<file path="src/rtl/base_ram_arbiter_pkg.sv">
// Shared constants and state encoding for the base SRAM arbiter.
package base_ram_arbiter_pkg;

    localparam logic       STOP             = 1'b1;
    localparam logic       NO_STOP          = 1'b0;
    localparam logic       RST_EN           = 1'b1;
    localparam logic [9:0] BASE_TAG_DEFAULT = 10'h200;
    localparam int         SRAM_ADDR_W      = 20;

    typedef logic [SRAM_ADDR_W-1:0] sram_addr_t;

    typedef enum logic [2:0] {
        ST_IDLE    = 3'd0,
        ST_D_RD    = 3'd1,
        ST_D_WR    = 3'd2,
        ST_D_WHOLD = 3'd3,
        ST_DONE    = 3'd4
    } base_state_t;

endpackage

</file>
<file path="src/rtl/base_ram_arbiter_sram_wait_counter.sv">
// Strobe-width counter: cleared while idle, counts during a data access and
// flags the last strobe cycle.
module base_ram_arbiter_sram_wait_counter
    import base_ram_arbiter_pkg::*;
#(
    parameter int WAIT_CYCLES = 1
) (
    input  logic CLK,
    input  logic RST,
    input  logic clr,
    input  logic en,
    output logic tc
);

    localparam int CW = $clog2(WAIT_CYCLES + 1);

    logic [CW-1:0] cnt;

    always_ff @(posedge CLK) begin
        if (RST == RST_EN || clr) begin
            cnt <= '0;
        end else if (en) begin
            cnt <= cnt + 1'b1;
        end
    end

    assign tc = (cnt == CW'(WAIT_CYCLES - 1));

endmodule

</file>
<file path="src/rtl/base_ram_arbiter.sv">
// Shares the base SRAM between instruction fetch and MEM-stage data accesses;
// fetch is served combinationally whenever no data access is in flight.
module base_ram_arbiter
    import base_ram_arbiter_pkg::*;
#(
    parameter int         WAIT_CYCLES = 1,
    parameter logic [9:0] BASE_TAG    = BASE_TAG_DEFAULT
) (
    input  logic        CLK,
    input  logic        RST,
    input  logic [31:0] IF_ADDR,
    output logic [31:0] IF_RDATA,
    input  logic        MEM_REQ,
    input  logic        MEM_WE,
    input  logic [3:0]  MEM_BE,
    input  logic [31:0] MEM_ADDR,
    input  logic [31:0] MEM_WDATA,
    output logic [31:0] MEM_RDATA,
    output logic        MEM_DONE,
    output logic        STALL_REQ_STR,
    output logic [19:0] BASE_ADDR,
    output logic [31:0] BASE_DQ_O,
    output logic        BASE_DQ_OE,
    input  logic [31:0] BASE_DQ_I,
    output logic        BASE_CE_N,
    output logic        BASE_OE_N,
    output logic        BASE_WE_N,
    output logic [3:0]  BASE_BE_N
);

    base_state_t state;
    sram_addr_t  addr_q;
    logic [31:0] wdata_q;
    logic [3:0]  be_q;
    logic        hit;
    logic        cnt_clr;
    logic        cnt_en;
    logic        cnt_tc;
    logic        unused_addr_bits;

    assign hit              = MEM_REQ && (MEM_ADDR[31:22] == BASE_TAG);
    assign unused_addr_bits = ^{IF_ADDR[31:22], IF_ADDR[1:0], MEM_ADDR[1:0]};

    assign cnt_clr = (state == ST_IDLE);
    assign cnt_en  = (state == ST_D_RD) || (state == ST_D_WR);

    base_ram_arbiter_sram_wait_counter #(
        .WAIT_CYCLES (WAIT_CYCLES)
    ) u_wait_counter (
        .CLK (CLK),
        .RST (RST),
        .clr (cnt_clr),
        .en  (cnt_en),
        .tc  (cnt_tc)
    );

    // A request arriving in DONE belongs to the instruction just finishing,
    // so only IDLE may start a new access.
    always_ff @(posedge CLK) begin
        if (RST == RST_EN) begin
            state     <= ST_IDLE;
            addr_q    <= '0;
            wdata_q   <= '0;
            be_q      <= '0;
            MEM_RDATA <= '0;
        end else begin
            case (state)
                ST_IDLE: begin
                    if (hit) begin
                        addr_q  <= MEM_ADDR[21:2];
                        wdata_q <= MEM_WDATA;
                        be_q    <= MEM_BE;
                        state   <= MEM_WE ? ST_D_WR : ST_D_RD;
                    end
                end
                ST_D_RD: begin
                    if (cnt_tc) begin
                        MEM_RDATA <= BASE_DQ_I;
                        state     <= ST_DONE;
                    end
                end
                ST_D_WR: begin
                    if (cnt_tc) begin
                        state <= ST_D_WHOLD;
                    end
                end
                ST_D_WHOLD: state <= ST_DONE;
                ST_DONE:    state <= ST_IDLE;
                default:    state <= ST_IDLE;
            endcase
        end
    end

    // SRAM pin decode; the stall must be combinational in IDLE because the
    // stall controller is combinational and IF has to hold this very cycle.
    always_comb begin
        BASE_ADDR     = IF_ADDR[21:2];
        BASE_DQ_O     = wdata_q;
        BASE_DQ_OE    = 1'b0;
        BASE_CE_N     = 1'b0;
        BASE_OE_N     = 1'b0;
        BASE_WE_N     = 1'b1;
        BASE_BE_N     = 4'h0;
        STALL_REQ_STR = NO_STOP;
        MEM_DONE      = 1'b0;
        case (state)
            ST_IDLE: begin
                STALL_REQ_STR = hit ? STOP : NO_STOP;
            end
            ST_D_RD: begin
                BASE_ADDR     = addr_q;
                STALL_REQ_STR = STOP;
            end
            ST_D_WR: begin
                BASE_ADDR     = addr_q;
                BASE_DQ_OE    = 1'b1;
                BASE_OE_N     = 1'b1;
                BASE_WE_N     = 1'b0;
                BASE_BE_N     = ~be_q;
                STALL_REQ_STR = STOP;
            end
            ST_D_WHOLD: begin
                BASE_ADDR     = addr_q;
                BASE_DQ_OE    = 1'b1;
                BASE_OE_N     = 1'b1;
                BASE_BE_N     = ~be_q;
                STALL_REQ_STR = STOP;
            end
            ST_DONE: begin
                MEM_DONE = 1'b1;
            end
            default: begin
                STALL_REQ_STR = NO_STOP;
            end
        endcase
    end

    assign IF_RDATA = (state == ST_IDLE || state == ST_DONE) ? BASE_DQ_I : 32'h0;

endmodule

</file>
<file path="config.mk">
export PLATFORM = sky130hd
export DESIGN_NAME = base_ram_arbiter
export DESIGN_NICKNAME = d
export VERILOG_FILES = /design/src/rtl/base_ram_arbiter_pkg.sv /design/src/rtl/base_ram_arbiter_sram_wait_counter.sv /design/src/rtl/base_ram_arbiter.sv
export SDC_FILE = /design/constraint.sdc
export NUM_CORES = 1
export LEC_CHECK = 0
export ABC_CLOCK_PERIOD_IN_PS = 4150
export BUFFER_PORTS_ARGS = -buffer_cell sky130_fd_sc_hd__buf_4
export CAP_MARGIN = 10
export CORE_MARGIN = 10
export CORE_UTILIZATION = 47
export CTS_CLUSTER_SIZE = 12
export DETAILED_ROUTE_END_ITERATION = 6
export PLACE_DENSITY = 0.86
export SETUP_SLACK_MARGIN = 0.05
export SLEW_MARGIN = 10
export SYNTH_ARGS = -nofsm -noshare
export SYNTH_HDL_FRONTEND = slang
export SYNTH_SLANG_ARGS = --single-unit
</file>
<file path="constraint.sdc">
create_clock -name CLK -period 4.15 [get_ports CLK]
set_input_delay 0.415 -clock CLK [delete_from_list [all_inputs] [get_ports CLK]]
set_output_delay 0.415 -clock CLK [all_outputs]
set_load 0.005 [all_outputs]
</file>
Word-level counts from Yosys, hierarchy flattened --
Cells that the tools add are included. W data, S select, Z words.
Cells by class: mux-type cells 13, equality and inequality tests 8, reductions and logical operators 10, add/subtract/negate cells 1, bitwise gates (word level) 2
Operator list (number):
- $mux W32 | 1
- $mux W20 | 1
- $pmux W3 S4 | 1
- $eq A10 B10 Y1 const B | 1
- $mux W3 | 3
- $eq A3 B2 Y1 const B | 2
- $ne A2 B2 Y1 const B | 3
- $mux W1 | 4
- $mux W4 | 1
- $not A4 Y4 | 1
- $reduce_and A2 Y1 | 2
- $eq A3 B1 Y1 const B | 1
- $eq A3 B3 Y1 const B | 1
- $logic_not A3 Y1 | 1
- $logic_or A1 B1 Y1 | 3
- $reduce_and A3 Y1 | 1
- $reduce_or A3 Y1 | 1
- $mux W2 | 1
- $pmux W1 S2 | 1
- $reduce_or A2 Y1 | 1
- $add A1 B1 Y1 const B | 1
- $logic_and A1 B1 Y1 | 1
- $not A1 Y1 | 1
Storage, ports and cells: logic and storage cells 40, bits in registers 92, input port bits 136

Longest topological paths before layout --
Gate-level depths: netlist of run 1.
depth in word-level cells 4, depth in mapped cells 6, mapped depth without buffers 3

Modules after synthesis --
Synthesis of run 1 repeated with hierarchy kept, for this count alone.
Unflattened totals: cells, all modules 483, area total of the unflattened synthesis 4415.5 um^2
Modules (own cells, without submodules):
- base_ram_arbiter | sequential area each 1821.7 um^2, area each 4372.9 um^2, times used 1, cells an instance 479
- base_ram_arbiter_sram_wait_counter | sequential area each 20.0 um^2, area each 42.5 um^2, times used 1, cells an instance 4

Least setup slack after synthesis of run 1 --
Ideal clock, no wire load.
kind flip-flop to output port, from reg state[0], to out BASE_ADDR[0], arrival 1.326 ns, buffers on the path 2, data required time 3.735 ns, setup slack 2.409 ns, cell stages (with the launch flop) 6, cell sequence dfxtp_1 > buf_2 > nor2_2 > or2_1 > buf_2 > mux2_1
Between the ends: word-level cells in the longest chain between the ends 3, elaborated cells on any way between the ends 5, classes of those cells 3 x eq/ne; 1 x mux; 1 x reduce/logical
RTL lines:
- start: declaration | line base_ram_arbiter.sv:31 | base_state_t state;
- start signal: assignment | line base_ram_arbiter.sv:73 | state <= MEM_WE ? ST_D_WR : ST_D_RD;
- $eq A3 B1 Y1 or $eq A3 B2 Y1 (tied branches) | line base_ram_arbiter.sv:106 | case (state)
- $reduce_or A3 Y1 (no line) *
- $mux W20 * | line base_ram_arbiter.sv:106
- end: declaration | line base_ram_arbiter.sv:21 | output logic [19:0] BASE_ADDR,
Mark *: on every way between the ends. The rest lies on a longest branch, timed or not.

Worst setup path in the final report of run 1 --
from reg state[1], to out BASE_ADDR[17]
Same word-level chain as after synthesis.

==> summary by stage, run 1 <==
Route
The pre-antenna-repair detailed-routing pass consisted of 4 iterations. The wire length per cell is 16.3 µm. The final wirelength is 13,600 µm.

After detailed routing, the number of remaining DRC violations is 0. The detailed router placed 3,949 vias in this run. The via density per instance is 4.73. The first routing iteration left 170 violations. Once detail routing completed, the nets flagged for antenna violations numbered 0.

Floorplanning
The die is 117 µm wide. The total area inside the core boundary comes to 9240 µm². The floorplan row count is 35.

The die boundary height is 117 µm. The floorplan step defined a die boundary enclosing 13,700 µm². For this configuration, the core starts out at a cell density of 0.481. The I/O pin count is 262.

Synth
In this run the cell area of the synthesized design comes to 4440 µm². The total of flip-flops plus latches after synthesis is 92. The cell count after synthesis is 484. The number of enable flip-flop cells after synthesis is 0. The dominant cell type by area after synthesis is sky130_fd_sc_hd__dfxtp_1. The cell with the most instances after synthesis is sky130_fd_sc_hd__nand2b_1.

Counting every net in the synthesized netlist gives 620. The most used flip-flop cell after synthesis is sky130_fd_sc_hd__dfxtp_1. After synthesis, the cell types taking the most area are sky130_fd_sc_hd__dfxtp_1, sky130_fd_sc_hd__nand2b_1, sky130_fd_sc_hd__mux2i_1. The number of warnings reported in the yosys synthesis log is 0.

The number of unique standard cell types used by synthesis is 33. After synthesis, the most frequently instantiated cells are sky130_fd_sc_hd__nand2b_1, sky130_fd_sc_hd__dfxtp_1, sky130_fd_sc_hd__nand2_1. Of the post-synthesis cell area, the dominant cell type holds 0.415. The synthesized area divided by synthesized cell count is 9.17 µm². The async set or reset register ratio after synthesis is 0. The share of synthesized area occupied by flip-flops and latches is 0.415.

Layout
The finished cells cover 6410 µm². Of the cells placed in the final design, the portion with a size suffix greater than 1 is 0.380. The antenna cell count is 0. At the end of the flow, the number of nets in the layout was 839. Measured on the finished design, the core utilization comes to 0.693.

The growth of design area from synthesis to finish is 44.3%.

Timing
For this run, the top clock speed supported by timing is 341 MHz. The setup violation total in the final timing report is 0. The final number of max-transition violations is 0.

After routing, the total negative slack on setup checks comes to 0 ns. Dividing the final minimum period by the clock period gives 0.708. The clock arrives with 0.0137 ns of skew.

The transition at the pin with the smallest max-transition slack is 1.07 ns. The minimum clock period after layout is 2.94 ns. The worst hold-check slack is 0.310 ns. Setup repair after global routing left no endpoint under its margin. The count of endpoints failing hold in the final timing report came to 0. Measured against its own limit, the worst slew margin works out to 0.289.

Hold path
Counting instances, the worst hold path has a depth of 3. The min-delay analysis places its worst path in the category in2reg.

Power
Of the total power, combinational logic draws 0.120. Summed over all cells, the static leakage comes to 2.70 nW. The power density over the cells is 273 nW/µm². The power share of the sequential group is 0.505.

Of the total power, the share spent switching nets is 0.213. IR analysis of the VDD net gives a maximum drop of 0.182 mV. For this design the total switching power over the nets is 373 µW. After layout, the design draws a total of 1.75 mW. The cell internal power dissipation is 1.37 mW. The clock group share of total power is 0.375.

Global route
In the global route stage, overall resource usage came out at 0.188. The number of global-route vias before repair is 4,125. The maximum number of pins on one net before global-route repair is 149.

Global routing finished with a remaining overflow of 0. The initial antenna violation count came to 0. The global-route wire length before repair is 20,400 µm.

Worst setup path
In this run the worst path has a maximum fanout of 36. For flop-to-flop paths, the worst setup slack is 2.20 ns. The standard cell with the maximum stage delay on the critical path is sky130_fd_sc_hd__or2_1. STA puts the critical path data required time at 3.73 ns. The number of cells on the worst reg-to-reg path is 3. The cell family with the largest share of critical-path delay is simple AND/OR/NAND/NOR gates. The worst flop-to-flop path startpoint is state[0]$_SDFFE_PP0P_. The depth of the critical timing path with buffers and inverters included is 5. STA classifies the critical path endpoint as a primary output.

The most frequent cell on the critical path is sky130_fd_sc_hd__buf_4. For the worst setup path, the data arrival time is 2.52 ns. The endpoint of the most critical setup path is BASE_ADDR[17]. On the worst path, the slowest cell contributes a delay of 0.77 ns.

The number of buffers and inverters on the critical path is 2. The worst setup path is launched from a flip-flop. The worst setup path is of the reg2out kind.

The end of the worst register-to-register path is MEM_RDATA[1]$_SDFFE_PP0P_. The critical path goes through nor2_2, buf_4, or2_1, mux2_1, buf_4. Tracing the worst setup path back leads to its startpoint at state[1]$_SDFFE_PP0P_.

Outcome
The run finished with clean final reports.

CTS
TritonCTS built the clock tree. The post-cts repair resize count is 0. The number of clock sinks is 92.

The number of CTS-inserted buffers is 9. Once the clock tree was built, the setup fixing pass inserted 0 buffers. Clock-pin slew was measured on the worst setup and hold paths at 0.09 ns.

The number of hold buffers added after CTS was 0. The maximum clock insertion buffer count is 2. The library cell used as clock root buffer is sky130_fd_sc_hd__clkbuf_8. The H-tree was split into 3 levels. The clock reaches the later pin of the worst-skew pair after 0.35 ns.

Placed design
The number of I/O port buffers is 246. The placer congestion estimate is 0.854. The placed instances occupy a cell area of 6200 µm².

The wire-length estimate of the detail-placed layout is 10,700 µm.

Job
The max-cap check violation count is 0.
## cell usage in the layout, fill, tap and decap left out, types with 2 or more instances in the layout
cell type                     n
sky130_fd_sc_hd__nand2_1     64
sky130_fd_sc_hd__buf_4      248
sky130_fd_sc_hd__and2_1      34
sky130_fd_sc_hd__nand2b_1   113
sky130_fd_sc_hd__clkbuf_8    10
sky130_fd_sc_hd__nor2_1       5
sky130_fd_sc_hd__o21ai_0      3
sky130_fd_sc_hd__bufinv_16    2
sky130_fd_sc_hd__a21oi_1     35
sky130_fd_sc_hd__mux2_1      20
sky130_fd_sc_hd__mux2i_1     56
sky130_fd_sc_hd__inv_1        2
sky130_fd_sc_hd__dfxtp_1     92
sky130_fd_sc_hd__nor3_1       5
## sequential cells by signal, indices dropped and copies added, names as in the netlist
name / flops
MEM_RDATA: 32
u_wait_counter.cnt: 1
BASE_DQ_O: 32
addr_q: 20
be_q: 4
state: 3
## area by class of cell
type | count | area (µm²)
clock buffer | 10 | 138
inverter | 2 | 7.51
clock inverter | 4 | 73.8
timing repair buffer | 248 | 1860
fill | 710 | 2830
tap | 129 | 161
multi-input combinational | 350 | 2320
sequential | 92 | 1840
## per-layer routing
metal,track usage,part of all wire,vias to the layer above
li1,-,-,1998
met1,0.178,0.35,1775
met2,0.342,0.51,160
met3,0.0973,0.13,16
met4,0.0593,0.016,0
met5,0,0,-
## metrics by stage
step / worst slack (ns) / instances
final: 1.21 / 835
after floorplan: 2.41 / 484
after global routing: 1.01 / 835
after global placement: 1.63 / 821
after CTS: 1.16 / 835
after detailed placement: 1.55 / 821
## worst min-delay path: stages
cell and delay, ns:
sky130_fd_sc_hd__buf_4 0.11, sky130_fd_sc_hd__nand2_1 0.05, sky130_fd_sc_hd__a21oi_1 0.05
## power groups by stage
stage / Clock [mW] / Sequential (mW) / Combinational (mW)
5_1_grt: 0.711 / 0.883 / 0.228
6_report: 0.654 / 0.882 / 0.209
3_5_place_dp: 0 / 0.903 / 0.211
3_3_place_gp: 0 / 0.903 / 0.207
4_1_cts: 0.669 / 0.882 / 0.212
2_1_floorplan: 0 / 0.903 / 0.0694
## worst min path at each step
stage,from,endpoint,slack [ns]
5_1_grt,BASE_DQ_I[16],MEM_RDATA[16]$_SDFFE_PP0P_,0.29
2_1_floorplan,addr_q[16]$_SDFFE_PP0P_,addr_q[16]$_SDFFE_PP0P_,0.44
3_5_place_dp,MEM_RDATA[5]$_SDFFE_PP0P_,MEM_RDATA[5]$_SDFFE_PP0P_,0.45
4_1_cts,BASE_DQ_I[27],MEM_RDATA[27]$_SDFFE_PP0P_,0.30
6_report,BASE_DQ_I[16],MEM_RDATA[16]$_SDFFE_PP0P_,0.31
3_3_place_gp,MEM_RDATA[19]$_SDFFE_PP0P_,MEM_RDATA[19]$_SDFFE_PP0P_,0.44
## cells by family after synthesis
group	share of synthesized area
and+or+nand+nor	0.296
AOI/OAI and AO/OA	0.0465
muxes	0.177
DFF	0.415
buffers and inverters	0.0645
other	0.000844
Note: power is estimated with default switching activity, not from simulation.
==> run 2: changes to the inputs <==
Settings changed: ABC_CLOCK_PERIOD_IN_PS 4150 to 2900, CORE_UTILIZATION 47 to 44, PLACE_DENSITY 0.86 to 0.81.
Clock period 4.15 ns to 2.9 ns, I/O delays scaled along.
==> summary by stage, run 2 (synthesized netlist as in run 1, its figures left out) <==
Outcome
The flow ran to the end, and the final reports show no timing, DRC or antenna violations.

Layout
The post-route cell area is 6400 µm². Once layout is complete, the cells apart from fillers number 842. The growth of design area from synthesis to finish is 44.2%.

The most common cell after layout, fill and taps aside is sky130_fd_sc_hd__buf_4. The final layout contains 841 nets. The layout has 794 filler cells. The antenna cell count is 0. The fraction of layout instances using a drive strength above 1 is 0.381. In the layout the commonest cells are sky130_fd_sc_hd__buf_4, sky130_fd_sc_hd__nand2b_1, sky130_fd_sc_hd__dfxtp_1, sky130_fd_sc_hd__nand2_1, sky130_fd_sc_hd__mux2i_1.

Placed design
Before CTS, the worst setup slack after placement is 0.866 ns. The post-detailed-placement half-perimeter wirelength is 10,800 µm. After detailed placement, the design holds a cell count of 827. The congestion estimate from routability-driven global placement came to 0.786. Once placement finished, the instance area stood at 6230 µm². The number of I/O port buffers is 246.

Global route
The global-route usage over all layers is 0.180. The number of global-route vias before repair was 4,247. The initial antenna violation count is 0.

The first global-routing pass estimated 21,300 µm of wire. The total congestion overflow after global routing is 0. Entering global routing, the biggest net connects 149 pins.

Timing
The worst pin sits at a relative slew slack of 0.287. Dividing the final minimum period by the clock period gives 0.778. Static timing analysis puts the maximum clock frequency at 443 MHz. The setup clock skew after layout is 0.0125 ns.

Setup repair after global routing left no endpoint under its margin. The worst setup margin is 0.645 ns. Setup violations remaining at the end of the flow were counted as 0. At the pin with the least slew margin, the transition time is 1.07 ns. The count of endpoints failing hold in the final timing report is 0. The final number of max-transition violations came to 0. The post-route setup TNS is 0 ns. The minimum clock period after layout is 2.26 ns.

CTS
Clock tree synthesis selected as its root buffer the cell sky130_fd_sc_hd__clkbuf_8. Counting the buffers created by CTS gives 9. In this run, post-CTS repair resized a total of 0 instances. The maximum clock insertion buffer count is 2. TritonCTS built the clock tree. The post-CTS setup buffer count is 0. The H-tree depth is 3. The worst-skew pair later-pin latency is 0.35 ns. The clock-pin slew of the registers on the worst-case setup and hold paths is 0.09 ns.

The number of clock sinks is 92. In this run, post-CTS hold repair placed 0 buffers.

Worst setup path
The required time of the critical path is 2.61 ns. STA classifies the critical path endpoint as a primary output. The largest fanout on the critical path is 20. The sort of element at the start of the critical path is a flip-flop.

The data arrival at the endpoint of the critical path is 1.97 ns. The critical path is of the reg2out type. Setup slack on the worst reg-to-reg path comes out at 0.93 ns.

Route
The first-pass iteration count of the detailed router is 6. In this run, the number of DRC markers left after iteration 0 of detailed routing was 124. The count of unresolved DRC violations after routing is 0. For this block, the routed nets add up to 13,700 µm of wire. After detailed routing, the average wire length per cell comes to 16.3 µm. The detail route stage leaves a number of antenna-violating nets equal to 0.

The via density per instance is 4.84. Detailed routing inserted a total of 4,073 vias.

Floorplanning
The core region is 9820 µm². The I/O pin count is 262. The floorplan row count is 36. The die boundary height is 120 µm. The initial utilization of the core area, before any placement, comes to 0.452. The die covers 14,500 µm².

The die is 120 µm wide.

Power
Overall power consumption after layout is estimated at 2.35 mW. For this design the ratio of total power to cell area is 368 nW/µm². The worst IR drop on VDD is 0.202 mV. The standby leakage power is 2.69 nW.

Job
The max-cap check violation count is 0.

Hold path
The worst hold path belongs to the class in2reg.
run 2: changes by cell type in the layout (fill, tap and decap cells not counted):
cell	previous run	this run
sky130_fd_sc_hd__clkbuf_8	10	11
sky130_fd_sc_hd__clkinvlp_4	0	1
sky130_fd_sc_hd__buf_4	248	249
sky130_fd_sc_hd__clkbuf_1	0	1
sky130_fd_sc_hd__bufinv_16	2	0
sky130_fd_sc_hd__buf_12	0	1
run 2: power by group:
part	internal (mW)	switching (mW)	leakage (nW)
Combinational	0.201	0.0984	1.86
Clock	0.357	0.436	0.0889
Sequential	1.26	0.000321	0.741
Total	1.82	0.535	2.69
run 2: critical path, cell delays in order, from the launching register on:
cell and delay [ns]:
sky130_fd_sc_hd__dfxtp_1 0.64, sky130_fd_sc_hd__or2_1 0.17, sky130_fd_sc_hd__buf_4 0.28, sky130_fd_sc_hd__mux2_1 0.37, sky130_fd_sc_hd__buf_4 0.14
run 2: metal layers:
| metal | track usage | share of wire | up-vias |
|---|---|---|---|
| met4 | 0.0686 | 0.023 | 0 |
| met2 | 0.321 | 0.49 | 172 |
| li1 | - | - | 2002 |
| met5 | 0 | 0 | - |
| met3 | 0.0940 | 0.13 | 23 |
| met1 | 0.171 | 0.36 | 1876 |
run 2: per-stage QoR:
| stage | hold slack (ns) | utilization |
|---|---|---|
| finish | 0.190 | 0.652 |
| global route | 0.175 | 0.652 |
| CTS | 0.167 | 0.652 |
| detailed placement | 0.447 | 0.634 |
| global placement | 0.443 | 0.634 |
| floorplan | 0.426 | - |
run 2: worst paths after layout:
kind / from / endpoint / depth (start not counted)
min reg2reg: MEM_RDATA[1]$_SDFFE_PP0P_ / MEM_RDATA[1]$_SDFFE_PP0P_ / 2
max reg2reg: state[0]$_SDFFE_PP0P_ / MEM_RDATA[31]$_SDFFE_PP0P_ / 3
min: BASE_DQ_I[10] / MEM_RDATA[10]$_SDFFE_PP0P_ / 3
max: state[2]$_SDFFE_PP0P_ / BASE_ADDR[2] / 4
run 2: cell type report:
class,count,area [µm²],area share
Clock buffer,12,155,0.0242
Tap cell,133,166,0.0260
Clock inverter,3,21.3,0.00332
Inverter,2,7.51,0.00117
Multi-Input combinational cell,350,2320,0.363
Timing Repair Buffer,250,1890,0.295
Sequential cell,92,1840,0.288
==> run 3: changes to the inputs <==
Settings changed: ABC_CLOCK_PERIOD_IN_PS 2900 to 1900, CORE_UTILIZATION 44 to 40, PLACE_DENSITY 0.81 to 0.77.
Clock period 2.9 ns to 1.9 ns, I/O delays scaled along.
==> summary by stage, run 3 (synthesized netlist as in run 1, its figures left out) <==
Outcome
The run finished with clean final reports.

Route
In the routed layout, each cell is associated on average with a via count of 4.76. The count of unresolved DRC violations after routing is 0. In this run, the number of DRC markers left after iteration 0 of detailed routing was 153. The first TritonRoute pass finished after 4 iterations. The final wirelength is 14,000 µm.

Dividing the detail-routed wire length by the instance count gives 16.3 µm. For this block, the via count after detailed routing is 4,085. The detail route stage leaves a number of antenna-violating nets equal to 0.

CTS
After clock tree synthesis, the clock-pin slew on the worst setup and hold paths is 0.09 ns. The number of clock sinks is 92. The worst-skew pair later-pin latency is 0.35 ns.

The number of CTS-inserted buffers is 9. After clock tree synthesis, the flow added hold-fix buffers numbering 0. CTS built an H-tree with a depth of 3.

The library cell used as clock root buffer is sky130_fd_sc_hd__clkbuf_8. The clock tree from TritonCTS is built. No sink is reached through more buffers than the 2 on the longest clock path.

Timing
The final number of max-transition violations is 0. Setup repair after global routing could not meet its margin everywhere. The count of endpoints failing hold in the final timing report is 0. The smallest clock period supported by the final layout is computed as 1.86 ns. The maximum clock frequency is 538 MHz. The setup clock skew after layout is 0.00664 ns. The final worst-path cycle share is 0.978.

Setup violations remaining at the end of the flow were counted as 0. The worst setup margin is 0.0420 ns.

Layout
From synthesis to final layout, the design area changed by 49.9%. The antenna cell count is 0. The net count reported at finish is 851. In the layout the commonest cells are sky130_fd_sc_hd__buf_4, sky130_fd_sc_hd__nand2b_1, sky130_fd_sc_hd__dfxtp_1, sky130_fd_sc_hd__nand2_1, sky130_fd_sc_hd__mux2i_1.

Leaving out fill and tap cells, the most frequent cell in the layout is sky130_fd_sc_hd__buf_4. The final core area utilization is 0.614. The fill cell instance count of the final layout is 931. Of the cells placed in the final design, the portion with a size suffix greater than 1 is 0.408.

Worst setup path
The worst setup path is captured at a primary output. The kind of cell with the highest combined delay along the critical path is flip-flops. In this design, the stage delay of the slowest critical-path cell is 0.37 ns. The standard cell with the maximum stage delay on the critical path is sky130_fd_sc_hd__dfxtp_4. The largest fanout on the critical path is 5.

STA puts the critical path data arrival time at 1.67 ns. The type of the setup path with the least slack is reg2out. STA classifies the critical path startpoint as a flip-flop. The startpoint identified for the worst register-to-register timing path is state[0]$_SDFFE_PP0P_. Walking the worst path, the cells encountered are nor2_4, or2_4, clkbuf_16, mux2_1, buf_4.

The launch point of the worst path is state[0]$_SDFFE_PP0P_. The required time of the critical path is 1.71 ns. The critical path contains buffers and inverters numbering 2 combined.

Global route
The number of global-route vias before repair is 4,223. Across every metal layer, demand over resource in global routing totals 0.165. The initial antenna violation count is 0. The first global-routing pass estimated 21,700 µm of wire. The total congestion overflow after global routing is 0.

The maximum number of pins on one net before global-route repair is 88.

Job
The max-cap check violation count is 0.

Power
The worst-case IR drop observed on VDD is 0.352 mV. For this design the ratio of total power to cell area is 562 nW/µm². The net switching component of the power is 807 µW. The analysis attributes to cell leakage a power of 2.85 nW.

The total power is 3.74 mW. The share of total power in combinational logic is 0.128. The share of total power dissipated in the clock network is 0.358. The internal portion of the total power is 2.93 mW. The switching part of the total is 0.216.

The share of total power dissipated in sequential elements is 0.514.

Floorplanning
The I/O pin count is 262. Row generation in the floorplan step produced 38 rows. The floorplan step defined a die boundary enclosing 15,700 µm². The die width is 125 µm. The die boundary height is 125 µm. The total area inside the core boundary comes to 10,800 µm². The initial utilization of the core area, before any placement, comes to 0.410.

Hold path
The class of the most critical hold timing path is in2reg. The worst hold path begins at BASE_DQ_I[23].

Placed design
The worst slack after detailed placement is 0.200 ns. The post-detailed-placement half-perimeter wirelength is 10,800 µm. Buffers placed on the I/O ports in this run total 246. The congestion estimate from routability-driven global placement came to 0.819.
[run 3: per-stage QoR]
stage / instances / setup TNS [ns] / cell area, µm² / hold slack [ns]
global placement: 839 / 0 / 6300 / 0.443
detailed placement: 839 / 0 / 6300 / 0.447
floorplan: 484 / 0 / 4440 / 0.326
global route: 859 / -0.0297 / 6660 / 0.0687
finish: 859 / 0 / 6660 / 0.0848
CTS: 857 / 0 / 6560 / 0.0653
[run 3: routing by layer]
layer	wire length, µm	share of wire	global-route usage
met2	6690	0.48	0.280
met5	0	0	0
met3	1340	0.096	0.0706
met4	278	0.020	0.0562
met1	5670	0.41	0.182
[run 3: final timing paths]
check	endpoint	slack [ns]	cells past startpoint
min reg2reg	MEM_RDATA[0]$_SDFFE_PP0P_	0.46	2
min	MEM_RDATA[23]$_SDFFE_PP0P_	0.08	3
max reg2reg	BASE_DQ_O[17]$_SDFFE_PP0P_	0.26	5
max	BASE_ADDR[11]	0.04	5
[run 3: tightest hold or removal path, stage by stage]
cell and delay, ns:
sky130_fd_sc_hd__buf_4 0.11, sky130_fd_sc_hd__nand2_1 0.05, sky130_fd_sc_hd__a21oi_1 0.05
[run 3: repair_timing]
action / in CTS / in global routing
gates cloned: 1 / 1
endpoints found under the setup margin: 20 / 20
buffers inserted: 2 / 1
resized for setup: 6 / 18
[run 3: layout make-up]
cell class | count | area [µm²] | area share
repair buffers | 260 | 2060 | 0.309
clock buffers | 15 | 206 | 0.0310
flip-flops and latches | 92 | 1850 | 0.278
well taps | 140 | 175 | 0.0263
multi-input cells | 350 | 2360 | 0.355
inverters | 2 | 7.51 | 0.00113
[run 3: power groups by stage]
stage / sequential [mW] / combinational (mW) / clock, mW
floorplan: 1.97 / 0.152 / 0
global placement: 1.97 / 0.458 / 0
detailed placement: 1.97 / 0.467 / 0
CTS: 1.92 / 0.469 / 1.39
global route: 1.93 / 0.519 / 1.48
finish: 1.92 / 0.478 / 1.34
